<file path="src/rtl/reg_dump_pkg.sv">
// Shared types and constants for the register-dump sequencer.
// Latency: none (declarations only).
// Backpressure: not applicable.
package reg_dump_pkg;

    localparam int NUM_REGS  = 32;
    localparam int REG_IDX_W = 5;
    localparam int INST_W    = 32;

    localparam logic [5:0]           DEFAULT_DUMP_OPCODE = 6'b001000;
    localparam logic [REG_IDX_W-1:0] LAST_IDX            = REG_IDX_W'(NUM_REGS - 1);

    typedef enum logic [2:0] {
        S_IDLE,
        S_ISSUE,
        S_WAIT,
        S_PRESENT,
        S_DONE
    } state_t;

    // Forced read: opcode, rs = idx, rt = r0, zero immediate.
    function automatic logic [INST_W-1:0] dump_inst(input logic [5:0]           opcode,
                                                    input logic [REG_IDX_W-1:0] idx);
        return {opcode, idx, 5'b0_0000, 16'h0000};
    endfunction

endpackage

</file>
<file path="src/rtl/reg_dump_seq_if.sv">
// Pipeline-probe and dump-record signals between the sequencer and its surroundings.
// Latency: none (wiring only).
// Backpressure: dump_ready stalls the record output.
interface reg_dump_seq_if;
    import reg_dump_pkg::*;

    logic [INST_W-1:0]    busA_probe;
    logic                 override_inst;
    logic [INST_W-1:0]    force_inst;
    logic                 dump_valid;
    logic                 dump_ready;
    logic [REG_IDX_W-1:0] dump_reg;
    logic [INST_W-1:0]    dump_val;

    modport master (
        input  busA_probe,
        input  dump_ready,
        output override_inst,
        output force_inst,
        output dump_valid,
        output dump_reg,
        output dump_val
    );

    modport slave (
        output busA_probe,
        output dump_ready,
        input  override_inst,
        input  force_inst,
        input  dump_valid,
        input  dump_reg,
        input  dump_val
    );

endinterface

</file>
<file path="src/rtl/reg_dump_seq_lat_counter.sv">
// Loadable 4-bit down-counter timing the wait for the register-file probe.
// Latency: load/decrement visible one cycle later; saturates at zero.
// Backpressure: none.
module lat_counter (
    input  logic       clk,
    input  logic       reset,
    input  logic       load,
    input  logic [3:0] load_val,
    input  logic       dec,
    output logic       zero,
    output logic       last
);

    logic [3:0] cnt_q;
    logic [3:0] cnt_d;

    always_comb begin
        cnt_d = cnt_q;
        if (load) begin
            cnt_d = load_val;
        end else if (dec && (cnt_q != 4'd0)) begin
            cnt_d = cnt_q - 4'd1;
        end
    end

    always_ff @(posedge clk or negedge reset) begin
        if (!reset) begin
            cnt_q <= 4'd0;
        end else begin
            cnt_q <= cnt_d;
        end
    end

    assign zero = (cnt_q == 4'd0);
    assign last = (cnt_q == 4'd1);

endmodule

</file>
<file path="src/rtl/reg_dump_seq.sv">
// Forces register reads into a pipeline and streams all 32 values out (checksum: REG_DUMP_CHECKSUM_EN).
// Latency: first record valid 1+PROBE_LAT cycles after start is sampled.
// Backpressure: record held stable while dump_ready is low; dump paused.
module reg_dump_seq
    import reg_dump_pkg::*;
#(
    parameter int unsigned PROBE_LAT   = 2,
    parameter logic [5:0]  DUMP_OPCODE = DEFAULT_DUMP_OPCODE
) (
    input  logic              clk,
    input  logic              reset,
    input  logic              start,
    reg_dump_seq_if.master    dif,
    output logic              busy,
    output logic              done,
    output logic [INST_W-1:0] dump_sum
);

    state_t               state_q, state_d;
    logic [REG_IDX_W-1:0] idx_q, idx_d;
    logic [INST_W-1:0]    force_inst_q, force_inst_d;
    logic [REG_IDX_W-1:0] dump_reg_q, dump_reg_d;
    logic [INST_W-1:0]    dump_val_q, dump_val_d;
    logic                 override_q, override_d;
    logic                 valid_q, valid_d;
    logic                 busy_q, busy_d;
    logic                 done_q, done_d;

    logic cnt_load;
    logic cnt_zero;
    logic cnt_last;
    logic wait_exit;

    lat_counter u_lat (
        .clk      (clk),
        .reset    (reset),
        .load     (cnt_load),
        .load_val (4'(PROBE_LAT)),
        .dec      (state_q == S_WAIT),
        .zero     (cnt_zero),
        .last     (cnt_last)
    );

    // Leave WAIT on the edge where the counter hits zero; the zero term only guards a stuck count.
    assign wait_exit = (state_q == S_WAIT) && (cnt_last || cnt_zero);
    assign cnt_load  = (state_q == S_ISSUE);

    always_comb begin
        state_d      = state_q;
        idx_d        = idx_q;
        force_inst_d = force_inst_q;
        dump_reg_d   = dump_reg_q;
        dump_val_d   = dump_val_q;
        case (state_q)
            S_IDLE: begin
                if (start) begin
                    state_d = S_ISSUE;
                    idx_d   = '0;
                end
            end
            S_ISSUE: begin
                force_inst_d = dump_inst(DUMP_OPCODE, idx_q);
                state_d      = S_WAIT;
            end
            S_WAIT: begin
                if (wait_exit) begin
                    dump_val_d = dif.busA_probe;
                    dump_reg_d = idx_q;
                    state_d    = S_PRESENT;
                end
            end
            S_PRESENT: begin
                if (dif.dump_ready) begin
                    if (idx_q == LAST_IDX) begin
                        state_d = S_DONE;
                    end else begin
                        idx_d   = idx_q + 1'b1;
                        state_d = S_ISSUE;
                    end
                end
            end
            S_DONE:  state_d = S_IDLE;
            default: state_d = S_IDLE;
        endcase

        override_d = (state_d == S_ISSUE) || (state_d == S_WAIT) || (state_d == S_PRESENT);
        valid_d    = (state_d == S_PRESENT);
        busy_d     = (state_d != S_IDLE);
        done_d     = (state_d == S_DONE);
    end

    always_ff @(posedge clk or negedge reset) begin
        if (!reset) begin
            state_q      <= S_IDLE;
            idx_q        <= '0;
            force_inst_q <= '0;
            dump_reg_q   <= '0;
            dump_val_q   <= '0;
            override_q   <= 1'b0;
            valid_q      <= 1'b0;
            busy_q       <= 1'b0;
            done_q       <= 1'b0;
        end else begin
            state_q      <= state_d;
            idx_q        <= idx_d;
            force_inst_q <= force_inst_d;
            dump_reg_q   <= dump_reg_d;
            dump_val_q   <= dump_val_d;
            override_q   <= override_d;
            valid_q      <= valid_d;
            busy_q       <= busy_d;
            done_q       <= done_d;
        end
    end

`ifdef REG_DUMP_CHECKSUM_EN
    logic [INST_W-1:0] sum_q, sum_d;

    always_comb begin
        sum_d = sum_q;
        if ((state_q == S_IDLE) && start) begin
            sum_d = '0;
        end else if (wait_exit) begin
            sum_d = sum_q ^ dif.busA_probe;
        end
    end

    always_ff @(posedge clk or negedge reset) begin
        if (!reset) begin
            sum_q <= '0;
        end else begin
            sum_q <= sum_d;
        end
    end

    assign dump_sum = sum_q;
`else
    assign dump_sum = '0;
`endif

    assign dif.override_inst = override_q;
    assign dif.force_inst    = force_inst_q;
    assign dif.dump_valid    = valid_q;
    assign dif.dump_reg      = dump_reg_q;
    assign dif.dump_val      = dump_val_q;
    assign busy              = busy_q;
    assign done              = done_q;

endmodule

</file>
<file path="src/flat_wrapper.sv">
// flat-port wrapper written by rule: the top's interface ports become plain ports
module reg_dump_seq_flat import reg_dump_pkg::*;
#(
    parameter int unsigned PROBE_LAT   = 2,
    parameter logic [5:0]  DUMP_OPCODE = DEFAULT_DUMP_OPCODE
)
  (clk, reset, start, busy, done, dump_sum, dif_busA_probe, dif_dump_ready, dif_override_inst, dif_force_inst, dif_dump_valid, dif_dump_reg, dif_dump_val);
  reg_dump_seq_if dif_i ();
  input  logic clk;
  input  logic reset;
  input  logic start;
  output logic busy;
  output logic done;
  output logic [INST_W-1:0] dump_sum;
  input wire logic [$bits(dif_i.busA_probe)-1:0] dif_busA_probe;
  input wire logic [$bits(dif_i.dump_ready)-1:0] dif_dump_ready;
  output wire logic [$bits(dif_i.override_inst)-1:0] dif_override_inst;
  output wire logic [$bits(dif_i.force_inst)-1:0] dif_force_inst;
  output wire logic [$bits(dif_i.dump_valid)-1:0] dif_dump_valid;
  output wire logic [$bits(dif_i.dump_reg)-1:0] dif_dump_reg;
  output wire logic [$bits(dif_i.dump_val)-1:0] dif_dump_val;
  assign dif_i.busA_probe = dif_busA_probe;
  assign dif_i.dump_ready = dif_dump_ready;
  assign dif_override_inst = dif_i.override_inst;
  assign dif_force_inst = dif_i.force_inst;
  assign dif_dump_valid = dif_i.dump_valid;
  assign dif_dump_reg = dif_i.dump_reg;
  assign dif_dump_val = dif_i.dump_val;
  reg_dump_seq #(.PROBE_LAT(PROBE_LAT), .DUMP_OPCODE(DUMP_OPCODE)) u_core (.clk(clk), .reset(reset), .start(start), .dif(dif_i), .busy(busy), .done(done), .dump_sum(dump_sum));
endmodule
</file>
<file path="config.mk">
export PLATFORM = sky130hd
export DESIGN_NAME = reg_dump_seq_flat
export DESIGN_NICKNAME = d
export VERILOG_FILES = /design/src/rtl/reg_dump_pkg.sv /design/src/rtl/reg_dump_seq_if.sv /design/src/rtl/reg_dump_seq_lat_counter.sv /design/src/rtl/reg_dump_seq.sv /design/src/flat_wrapper.sv
export SDC_FILE = /design/constraint.sdc
export NUM_CORES = 1
export LEC_CHECK = 0
export BUFFER_PORTS_ARGS = -buffer_cell sky130_fd_sc_hd__buf_2
export CORE_MARGIN = 2
export CORE_UTILIZATION = 50
export CTS_CLUSTER_SIZE = 30
export DETAILED_ROUTE_END_ITERATION = 7
export PLACE_DENSITY = 0.88
export SLEW_MARGIN = 40
export SYNTH_ARGS = -nofsm -noshare
export SYNTH_HDL_FRONTEND = slang
export SYNTH_SLANG_ARGS = --single-unit
</file>
<file path="constraint.sdc">
create_clock -name clk -period 4.97 [get_ports clk]
set_input_delay 0.497 -clock clk [delete_from_list [all_inputs] [get_ports clk]]
set_output_delay 0.497 -clock clk [all_outputs]
set_load 0.02 [all_outputs]
</file>
==> flow_summary_export.csv <==
group,metric,value,unit
status,status,"completed",
cells_and_area,mostFrequentLayoutCells,"buf_2 (82), dfrtp_1 (59), conb_1 (58)",
hold_path,hp-class,"input port to asynchronous set/reset pin",
global_routing,grt_pass1_vias,1668,
cells_and_area,multiInputGateArea,1145,um^2
worst_setup_path,max_stage_delay,0.43,ns
placed_design,hpwl,3710,um
drt,drc,0,
worst_setup_path,cp-end-kind,"flop",
yosys,async_flop_share,100.0,%
timing,max_freq,493.5,MHz
worst_setup_path,worst_ep_arrival_time,2.24,ns
yosys,ys.flop_type,"dfrtp_1",
cells_and_area,layout_commonest_cell,"buf_2",
cts,clock-sinks,59,
timing,hold_slack,0.2995,ns
worst_setup_path,reg2reg_depth,6,
yosys,yosys_warnings,0,
worst_setup_path,r2r_setup_slack,2.94,ns
global_routing,grt_max_degree,60,
floorplan,io_pins,141,
cts,cts_setup_buffers,0,
drt,ant_nets,0,
worst_setup_path,crit_chain,"ha_1, and3_1, ha_1, nand4b_1, a21o_1, mux2_2",
worst_setup_path,rr_endpoint,"u_core.idx_q[0]$_DFFE_PN0P_",
timing,tns,0,ns
cells_and_area,num-fill-cells,450,
cts,htreeDepth,3,
placed_design,numPortBuffers,82,
floorplan,initial_utilization,52.45,%
timing,fin_skew,0.01268,ns
cells_and_area,largest_reg_flops,32,
cts,cts-root-buf,"clkbuf_8",
cts,clk_pin_slew,0.07,ns
cells_and_area,drive_gt1_share,45.20,%
timing,slew_headroom,52.83,%
drt,avgRoutedWirePerCell,12.86,um
worst_setup_path,path_class,"flop to flop",
cells_and_area,area_growth_syn_to_layout,14.63,%
power,cellPowerDensity,657.2,nW/um^2
global_routing,antenna_found_initial,0,
yosys,synth.area.top_cells,"dfrtp_1 (50%), buf_4 (15%), mux2_2 (13%), mux2_4 (2.6%), ha_1 (2.1%)",
global_routing,grt_remaining_overflow,0,
floorplan,die_w,80.70,um
drt,drtPass1Iterations,4,
timing,slew_viol_final,0,
yosys,synth-edff-count,0,
cts,numCtsBuffers,9,
cts,insertion_delay,0.34,ns
drt,drtIter0Drc,85,
yosys,synth-seq-cells,59,
worst_setup_path,critPathRequiredTime,5.19,ns
cells_and_area,diodes,0,
floorplan,die-area,6512,um^2
placed_design,post-place-ws,2.980,ns
timing,setup_ws,2.944,ns
timing,post-route-period-util,40.77,%
yosys,ys_types,38,
cells_and_area,seq_area,1476,um^2
worst_setup_path,critPathSlowestCell,"dfrtp_1",
timing,finalHoldViolCount,0,
yosys,synth_top_area_share,50.19,%
yosys,synth_area_leader_cell,"dfrtp_1",
worst_setup_path,rr_startpoint,"u_core.idx_q[0]$_DFFE_PN0P_",
worst_setup_path,startpoint_type,"flop",
placed_design,gp_congestion,0.7738,
cts,cts_tree,"done",
power,p_leak,0.001767,uW
cts,cts_resized,0,
yosys,avgSynthCellArea,12.62,um^2
cts,cts_hold_buf,0,
cells_and_area,nNetsFinal,359,
global_routing,grt_pass1_wl,7383,um
job,cap_violations,0,
floorplan,core-area,5608,um^2
timing,worstMarginPinSlew,0.7076,ns
power,ir_worst_vdd,340.7,uV
drt,viasPerCell,4.676,
drt,via_count,1847,
yosys,ys_seq_area_share,50.19,%
floorplan,rows,27,
worst_setup_path,crit_top_cell,"ha_1",
drt,postRouteWirelength,5078,um
global_routing,gr-usage-all-layers,15.18,%
yosys,syn_area,2942,um^2
cts,clock_path_buffers,2,
floorplan,die_height,80.70,um
worst_setup_path,crit_fanout,6,
yosys,syn-instance-count,233,
timing,setup_viol_count_final,0,
timing,rsz0062_at_grt,"no",
timing,period_minus_slack,2.026,ns
## power breakdown
part	internal, uW	total (uW)	leakage, uW	switching, uW
clock	285	479	0.000114	194
sequential	690	824	0.000721	134
combinational	395	914	0.000932	518
## worst max-delay path by stage
stage,startpoint,to,slack (ns),depth (start not counted)
after floorplan,u_core.idx_q[0]$_DFFE_PN0P_,u_core.idx_q[0]$_DFFE_PN0P_,3.14,6
after global placement,u_core.state_q[2]$_DFF_PN0_,u_core.dif.dump_val[29]$_DFFE_PN0P_,3.05,4
after detailed placement,u_core.idx_q[0]$_DFFE_PN0P_,u_core.idx_q[0]$_DFFE_PN0P_,2.98,6
after CTS,u_core.idx_q[0]$_DFFE_PN0P_,u_core.idx_q[0]$_DFFE_PN0P_,2.94,6
after global routing,u_core.idx_q[0]$_DFFE_PN0P_,u_core.idx_q[0]$_DFFE_PN0P_,2.86,6
final,u_core.idx_q[0]$_DFFE_PN0P_,u_core.idx_q[0]$_DFFE_PN0P_,2.94,6
## metrics by stage
| step | std cells | util, % | area (um^2) | total power (uW) |
|---|---|---|---|---|
| 5_1_grt | 395 | 60.13 | 3372 | 2351 |
| 3_3_place_gp | 379 | 56.14 | 3148 | 1714 |
| 2_1_floorplan | 290 | - | 3156 | 1538 |
| 3_5_place_dp | 379 | 56.14 | 3148 | 1757 |
| 6_report | 395 | 60.13 | 3372 | 2216 |
| 4_1_cts | 395 | 60.13 | 3372 | 2242 |
## Yosys cell counts (all sizes together) (2+ instances only)
master and instances:
inv 3, nand2b 2, buf 66, dfrtp 59
and3 3, nand4bb 2, nand3 8, a21o 2
or3b 3, o21ai 2, a22o 2, ha 5
mux2i 2, nand2 5, nor3 4, o211ai 2
mux2 43, nor2 8, nor3b 2, a21oi 2
## critical path, delay by kind of cell (launching register included)
family,cells,cell delay [ns]
adders and majority gates,2,0.45
muxes,1,0.27
and+or+nand+nor,2,0.49
AOI/OAI and AO/OA,1,0.27
DFF,1,0.43
## kinds of logic after synthesis
kind of cell | after synthesis | share of synthesized area [%]
and+or+nand+nor | 40 | 8.295
muxes | 45 | 17.78
buffers and inverters | 70 | 18.37
AOI/OAI and AO/OA | 13 | 3.105
other | 1 | 0.1275
adders and majority gates | 5 | 2.127
DFF | 59 | 50.19
## final cells by class
class / count / area share (%)
clock buffers: 9 / 3.673
clock inverters: 7 / 2.968
inverters: 3 / 0.3340
multi-input cells: 161 / 33.95
flip-flops and latches: 59 / 43.78
well taps: 72 / 2.672
repair buffers: 84 / 12.62
## metal layers
layer | vias to the layer above | part of all wire (%) | global-route usage [%]
met5 | - | 0 | 0
met2 | 101 | 47 | 25.33
met4 | 0 | 2.2 | 9.153
met3 | 10 | 11 | 4.270
met1 | 887 | 40 | 17.30
li1 | 849 | - | -
Note: power is estimated with default switching activity, not from simulation.
